File: config.mk
export PLATFORM = sky130hd
export DESIGN_NAME = mac_operand_sequencer
export DESIGN_NICKNAME = d
export VERILOG_FILES = /design/src/rtl/mac_operand_sequencer.sv
export SDC_FILE = /design/constraint.sdc
export NUM_CORES = 1
export LEC_CHECK = 0
export ABC_AREA = 1
export BUFFER_PORTS_ARGS = -buffer_cell sky130_fd_sc_hd__buf_2
export CAP_MARGIN = 20
export CORE_AREA = 3 3 106 108
export CTS_CLUSTER_DIAMETER = 50
export DETAILED_ROUTE_END_ITERATION = 16
export DIE_AREA = 0 0 109 111
export PLACE_DENSITY = 0.68
export SETUP_SLACK_MARGIN = 0.5
export SYNTH_ARGS = -nofsm -noshare
export SYNTH_HDL_FRONTEND = slang
export SYNTH_SLANG_ARGS = --single-unit
export TNS_END_PERCENT = 50
File: constraint.sdc
create_clock -name clk -period 4.9 [get_ports clk]
set_input_delay 0.735 -clock clk [delete_from_list [all_inputs] [get_ports clk]]
set_output_delay 0.735 -clock clk [all_outputs]
set_load 0.02 [all_outputs]
File: src/rtl/mac_operand_sequencer.sv
// Feeds one dot-product vector from operand FIFOs A/B into the FP MAC, tagging first/last pairs.
// Optional stall counter output enabled by defining MAC_SEQ_STALL_CNT_EN.
module mac_operand_sequencer #(
  parameter int WIDTH = 16,
  parameter int LEN_W = 8
) (
  input  logic             clk,
  input  logic             rstn,
  input  logic             start,
  input  logic [LEN_W-1:0] vec_len,
  input  logic             a_empty,
  input  logic             b_empty,
  output logic             a_rden,
  output logic             b_rden,
  input  logic [WIDTH-1:0] a_rddata,
  input  logic [WIDTH-1:0] b_rddata,
  output logic [WIDTH-1:0] mac_a,
  output logic [WIDTH-1:0] mac_b,
  output logic             mac_valid,
  input  logic             mac_ready,
  output logic             mac_clr,
  output logic             mac_last,
  output logic             busy,
`ifdef MAC_SEQ_STALL_CNT_EN
  output logic [15:0]      stall_cnt,
`endif
  output logic             done
);

  typedef enum logic [1:0] {IDLE, RUN, DRAIN, DONE} state_t;

  typedef struct packed {
    logic [WIDTH-1:0] a;
    logic [WIDTH-1:0] b;
    logic             clr;
    logic             last;
  } pair_t;

  state_t           state_q, state_d;
  logic [LEN_W-1:0] remaining_q, issued_q;
  logic [1:0]       credits_q;
  logic             pop, hs, start_ok;

  // Pair currently arriving from the FIFOs (popped last cycle) and its flags.
  logic             pop_d_q, in_clr_q, in_last_q;
  pair_t            incoming, head;

  pair_t            buf_mem [2];
  logic             wr_ptr_q, rd_ptr_q;
  logic [1:0]       count_q;
  logic             head_valid;

  assign start_ok   = (state_q == IDLE) && start;
  assign pop        = (state_q == RUN) && !a_empty && !b_empty &&
                      (credits_q != 2'd0) && (remaining_q != '0);
  assign incoming   = '{a: a_rddata, b: b_rddata, clr: in_clr_q, last: in_last_q};
  // An empty buffer presents the arriving pair directly so mac_valid follows a pop by one cycle.
  assign head_valid = (count_q != 2'd0) || pop_d_q;
  assign head       = (count_q != 2'd0) ? buf_mem[rd_ptr_q] : incoming;
  assign hs         = head_valid && mac_ready;

  always_ff @(posedge clk or negedge rstn) begin
    if (!rstn) state_q <= IDLE;
    else       state_q <= state_d;
  end

  // NOTE: default assignment first so no path through the case leaves state_d unassigned (no latch).
  always_comb begin
    state_d = state_q;
    case (state_q)
      IDLE:    if (start) state_d = (vec_len != '0) ? RUN : DONE;
      RUN:     if (pop && remaining_q == LEN_W'(1)) state_d = DRAIN;
      DRAIN:   if (hs && head.last) state_d = DONE;
      DONE:    state_d = IDLE;
      default: state_d = IDLE;
    endcase
  end

  always_comb begin
    busy      = (state_q != IDLE);
    done      = (state_q == DONE);
    a_rden    = pop;
    b_rden    = pop;
    mac_valid = head_valid;
    mac_a     = head_valid ? head.a : '0;
    mac_b     = head_valid ? head.b : '0;
    mac_clr   = head_valid && head.clr;
    mac_last  = head_valid && head.last;
  end

  always_ff @(posedge clk or negedge rstn) begin
    if (!rstn) begin
      remaining_q <= '0;
      issued_q    <= '0;
      credits_q   <= 2'd2;
      pop_d_q     <= 1'b0;
      in_clr_q    <= 1'b0;
      in_last_q   <= 1'b0;
      wr_ptr_q    <= 1'b0;
      rd_ptr_q    <= 1'b0;
      count_q     <= 2'd0;
    end else begin
      if (start_ok) begin
        remaining_q <= vec_len;
        issued_q    <= '0;
      end else if (pop) begin
        remaining_q <= remaining_q - LEN_W'(1);
        issued_q    <= issued_q + LEN_W'(1);
      end
      if (pop && !hs)      credits_q <= credits_q - 2'd1;
      else if (!pop && hs) credits_q <= credits_q + 2'd1;
      pop_d_q <= pop;
      if (pop) begin
        in_clr_q  <= (issued_q == '0);
        in_last_q <= (remaining_q == LEN_W'(1));
      end
      if (pop_d_q) wr_ptr_q <= ~wr_ptr_q;
      if (hs)      rd_ptr_q <= ~rd_ptr_q;
      count_q <= count_q + {1'b0, pop_d_q} - {1'b0, hs};
    end
  end

  // NOTE: buffer storage has no reset; count_q/pointers reset and mac_* outputs are gated by head_valid.
  always_ff @(posedge clk) begin
    if (pop_d_q) buf_mem[wr_ptr_q] <= incoming;
  end

`ifdef MAC_SEQ_STALL_CNT_EN
  always_ff @(posedge clk or negedge rstn) begin
    if (!rstn)
      stall_cnt <= '0;
    else if (start_ok)
      stall_cnt <= '0;
    else if (state_q == RUN && remaining_q != '0 && (a_empty || b_empty) &&
             stall_cnt != 16'hFFFF)
      stall_cnt <= stall_cnt + 16'd1;
  end
`endif

endmodule

==> results of run 1 <==
## cells by family (layout without fill, tap and decap cells)
family	after synthesis	after routing
compound gates	54	54
xor+xnor	11	11
flops	95	95
fa+ha+maj	13	13
simple gates	205	205
buf+inv	95	179
## per-stage QoR
stage	hold WS, ns	instances	setup WS [ns]
floorplan	0.439	473	2.53
global placement	0.450	676	1.85
detailed placement	0.465	676	1.69
CTS	0.379	692	1.29
global route	0.403	693	1.50
finish	0.371	693	1.67
## worst max path at each step
stage | startpoint | end | slack (ns)
3_3_place_gp | count_q[1] | mac_a[8] | 1.85
6_report | count_q[1] | mac_a[12] | 1.67
3_5_place_dp | count_q[1] | mac_a[1] | 1.69
5_1_grt | count_q[1] | mac_b[10] | 1.50
4_1_cts | count_q[1] | mac_a[1] | 1.29
2_1_floorplan | pop_d_q | buf_mem[0][0] | 2.53
## cell type report
| class | instances | area [um2] | area share [%] |
|---|---|---|---|
| clock buffer | 9 | 124 | 2.29 |
| clock inverter | 7 | 61.3 | 1.13 |
| inverter | 75 | 282 | 5.21 |
| multi-input combinational | 283 | 1580 | 29.2 |
| sequential | 95 | 2720 | 50.3 |
| tap | 136 | 170 | 3.15 |
| timing repair buffer | 88 | 470 | 8.71 |
## state kept, by name, summed over array words and instances (netlist names), 2 cells and up
signal       count
credits_q        2
issued_q         8
state_q          2
remaining_q      8
count_q          2
buf_mem         68
## power groups by stage
stage	Clock [mW]	Sequential [mW]	Combinational (mW)
final	0.494	1.08	1.68
after global routing	0.532	1.10	1.89
after CTS	0.500	1.08	1.68
after detailed placement	0	1.10	1.67
after global placement	0	1.09	1.63
after floorplan	0	1.07	1.25
## per-layer routing
metal	global-route usage, %	part of all wire [%]
met5	0	0
met4	5.89	0.95
met3	2.50	5.5
met2	27.0	49
met1	21.5	45
## placed cells by master, fill, tap and decap left out, types with 2 or more instances in the layout
master	n
or2_2	3
clkinvlp_4	2
inv_2	4
nor2_2	3
nor2_1	17
o21ai_2	4
buf_4	3
nor2_4	2
inv_6	3
clkbuf_8	9
dfrtp_1	26
o211ai_1	33
a21oi_1	2
nand2_1	117
nand4_1	5
edfxtp_1	68
xnor2_1	3
nand2_2	3
nor3_1	3
ha_1	13
o21ai_0	7
inv_1	71
nand3_1	50
o211ai_2	5
xor2_1	8
buf_2	84
==> metrics.txt, run 1 <==
share of the synthesized area in the top cell type=43.7%; diode count=0; Vias=3482; CP delay by family, top=buffers and inverters; Residual DRC=0; P_leak=2.50 nW; # setup viols final=0; number of instances resized during post-cts repair=0; final instance area=0.00540 mm2; syn_area_per_cell=9.89 um2; maxcap violations=0; Worst setup EP type=output pin; setup TNS=0 ns; global-route wire length before repair=15800 um; CP Depth=9; Compound-Gate Fraction of Synth Area=8.99%; Worst path slowest cell=buf_4; DR iter-0 viols=255; # fillers=954; Buffers & Inverters on Critical Path=6; clock sink count=95; slew margin rel.=32.4%; most numerous cell in the Yosys netlist=nand2_1; Adder-Cell Fraction of Synth Area=3.48%; Netlist cell types=32; clock slew at reported path FFs=0.11 ns; post-synth top area cell=edfxtp_1; skew final=0.0184 ns; Sw Pwr=1.49 mW; Port Buffer Count=84; EDFF count, synth=68; most used cell, CP=inv_1; maximum buffer depth of the clock tree=2; Ys Warns=0; Critical Path Fanout Max=68; outcome=finished, final reports clean; final wirelength=9580 um; core box area=0.0103 mm2; Sw Ratio=45.8%; detailed placer's ending HPWL=6380 um; Tightest Hold Check Type=input pin to async pin; Final #Nets=611; worst vdd ir=0.000319 V; Overflow after GRT=0; CP Launch Type=flop; worst-margin pin slew=1.01 ns; Fin. Hold Viols=0; f_max=310 MHz; worst reg2reg path depth=11; syn nets=532; detailed-router iteration count before antenna repair=4; RR Endpoint=credits_q[1]; Post-DRT Antenna Nets=0; global placer's final weighted congestion=0.793; Power Total=3.26 mW; Final period util=65.9%; num ports=85; Clock Latency Late Sink=0.37 ns; Worst EP arrival=2.49 ns; top post-synthesis cells by count=118 x nand2_1, 71 x inv_1, 68 x edfxtp_1; TritonCTS clock tree=done; most common flop cell mapped by yosys=edfxtp_1; asr flop ratio synth=28.4%; Vias/cell=5.02; Root Driver=clkbuf_8; register bit total from synthesis=95; Post-CTS Setup Bufs=0; Layout Area Growth over Synthesis=15.5%; sequential power share=33.2%; post-synthesis simple-gate area fraction=19.0%; unrepaired setup endpoints after global routing=false; largest family of logic cells by synthesized area=simple AND/OR/NAND/NOR gates; Die Y=111 um; Slew Viols, Final=0; CP Class=flop to output pin; initial antenna violation count=0; mux contribution to synthesized area=0%; cts hold-fix bufs=0; cell count after synthesis=473; Tmin final=3.23 ns; die footprint=0.0121 mm2; PwrDens=603 mW/mm2; WP data required=4.16 ns; setup slack, reg-to-reg=2.89 ns; internal power=1.77 mW; Cell Area, Placed=0.00519 mm2; end-of-flow core utilization=52.3%; total track usage=16.3%; Cell Chain, Critical Path=inv_1 > nand2_2 > buf_4 > nor2_1 > inv_1 > buf_16 > o211ai_1 > inv_1 > buf_2; Die Wd=109 um; synthesized cell area=0.00468 mm2; CTS buffer count=9; wire length per cell=13.8 um; Area contributors post-synth=edfxtp_1 44%, dfrtp_1 14%, nand2_1 9.5%; sequential share of the synthesized area=58.1%; largest net degree at the start of global routing=69; share of cells above drive strength 1=23.5%; launch point of the worst reg-to-reg path=remaining_q[0]; Worst path max stage delay=0.53 ns; Comb power frac=51.6%; vias in the first global route=3458; initial core utilization=45.3%; xor/xnor share of the synthesized area=2.06%; Row Count=37; htree depth=3; Clock power frac=15.2%
No activity file was read; power rests on OpenSTA's default activity.
==> run 2: changes to the inputs <==
==> constraint.sdc (replaced) <==
create_clock -name clk -period 3.35 [get_ports clk]
set_input_delay 0.5025 -clock clk [delete_from_list [all_inputs] [get_ports clk]]
set_output_delay 0.5025 -clock clk [all_outputs]
set_load 0.02 [all_outputs]
==> run 2 against run 1 <==
Count of clock-buffer cells in the layout did not move; sequential cell count unchanged; die area unchanged; clock skew shrank 0.0033 ns; combinational power rose by 45%; largest cell class unchanged; highest routed layer unchanged.
==> metrics.txt, run 2 (same netlist as run 1, synthesis figures left out) <==
outcome=finished, final reports clean; num ports=85; max reg flops=68; Fin. Hold Viols=0; most common cell after layout, fill and taps aside=nand2_1; Residual DRC=0; vias in the first global route=3527; worst-margin pin slew=1.05 ns; Die Wd=109 um; total track usage=16.7%; Row Count=37; f_max=401 MHz; Final period util=74.5%; Die Y=111 um; Slew Viols, Final=0; PwrDens=885 mW/mm2; # setup viols final=0; largest net degree at the start of global routing=68; hold slack=0.149 ns; Layout Area Growth over Synthesis=15.5%; most frequent cells in the layout=117 x nand2_1, 84 x buf_2, 71 x inv_1, 68 x edfxtp_1, 50 x nand3_1; unrepaired setup endpoints after global routing=false; Critical Path Fanout Max=67; end-of-flow core utilization=52.3%; global placer's final weighted congestion=0.797; Vias/cell=5.09; Worst EP arrival=1.99 ns; Worst path slowest cell=buf_4; Top reg by flops=buf_mem; diode count=0; TritonCTS clock tree=done; initial core utilization=45.3%; htree depth=3; wire length per cell=14.0 um; Tightest Hold Check Type=input pin to async pin; die footprint=0.0121 mm2; global-route wire length before repair=16100 um; P_leak=2.51 nW; cts hold-fix bufs=0; skew final=0.0151 ns; final wirelength=9730 um; Cell Chain, Critical Path=inv_1 > nand2_2 > buf_4 > nand3_1 > o211ai_1 > inv_1 > buf_2; clock slew at reported path FFs=0.10 ns; worst vdd ir=0.000452 V; CP Launch Type=flop; initial antenna violation count=0; Final #Nets=611; worst reg2reg path depth=7; number of instances resized during post-cts repair=0; share of cells above drive strength 1=23.5%; setup TNS=0 ns; detailed placer's ending HPWL=6440 um; Overflow after GRT=0; detailed-router iteration count before antenna repair=4; Clock Latency Late Sink=0.36 ns; pre-CTS setup slack=1.28 ns; Port Buffer Count=84; CP Class=flop to output pin; DR iter-0 viols=221; Vias=3525; clock sink count=95; # fillers=935; slew margin rel.=30.2%; WP data required=2.85 ns; PnR worst setup slack=0.853 ns; maxcap violations=0; top flop regs=buf_mem (68), issued_q (8), remaining_q (8); Root Driver=clkbuf_8; Worst path max stage delay=0.52 ns; Tmin final=2.50 ns; Post-CTS Setup Bufs=0; CTS buffer count=9; Worst setup EP type=output pin; Post-DRT Antenna Nets=0; maximum buffer depth of the clock tree=2; core box area=0.0103 mm2; most used cell, CP=inv_1
-- run 2: cell count changes in the layout (fill, tap and decap cells not counted), sizes merged --
cell      change
clkinvlp      -2
clkinv        +1
inv           +1
-- run 2: worst max-delay path: cells and delay by family (launching register included) --
| family | cells | cell delay, ns |
|---|---|---|
| and+or+nand+nor | 2 | 0.24 |
| buffers and inverters | 4 | 0.83 |
| AOI/OAI and AO/OA | 1 | 0.15 |
| DFF | 1 | 0.38 |
-- run 2: power by group --
group	leakage [nW]	switching [mW]	internal (mW)
Clock	0.104	0.461	0.301
Sequential	0.957	0.115	1.46
Combinational	1.45	1.63	0.811
-- run 2: final timing paths --
check | start | endpoint | slack (ns)
worst max-delay path | count_q[1] | mac_a[13] | 0.85
worst min-delay path | rstn | state_q[1] | 0.15
worst max register to register | state_q[0] | remaining_q[0] | 1.35
worst min register to register | in_last_q | buf_mem[0][0] | 0.48
max in group asynchronous | rstn | issued_q[3] | 2.77
min in group clk | b_rddata[7] | buf_mem[0][9] | 0.33
-- run 2: layout make-up --
class	count	area [um2]	share of cell area, %
clock buffer	9	124	2.29
clock inverter	7	78.8	1.46
inverter	75	282	5.21
multi-input combinational	283	1580	29.2
sequential	95	2720	50.3
tap	136	170	3.15
timing repair buffer	88	450	8.34
-- run 2: through the flow --
step	area, um2	power (mW)	std cells
after global routing	5400	5.17	693
after floorplan	4680	3.40	473
after detailed placement	5200	4.07	677
after global placement	5200	4.01	677
final	5400	4.78	693
after CTS	5400	4.83	693
-- run 2: per-layer routing --
metal | share of wire (%) | GRT usage (%) | wire, um | up-vias
met1 | 44 | 20.9 | 4330 | 1691
met3 | 5.8 | 3.67 | 565 | 10
met5 | 0 | 0 | 0 | -
met2 | 49 | 28.7 | 4720 | 91
li1 | - | - | - | 1733
met4 | 1.2 | 5.05 | 116 | 0
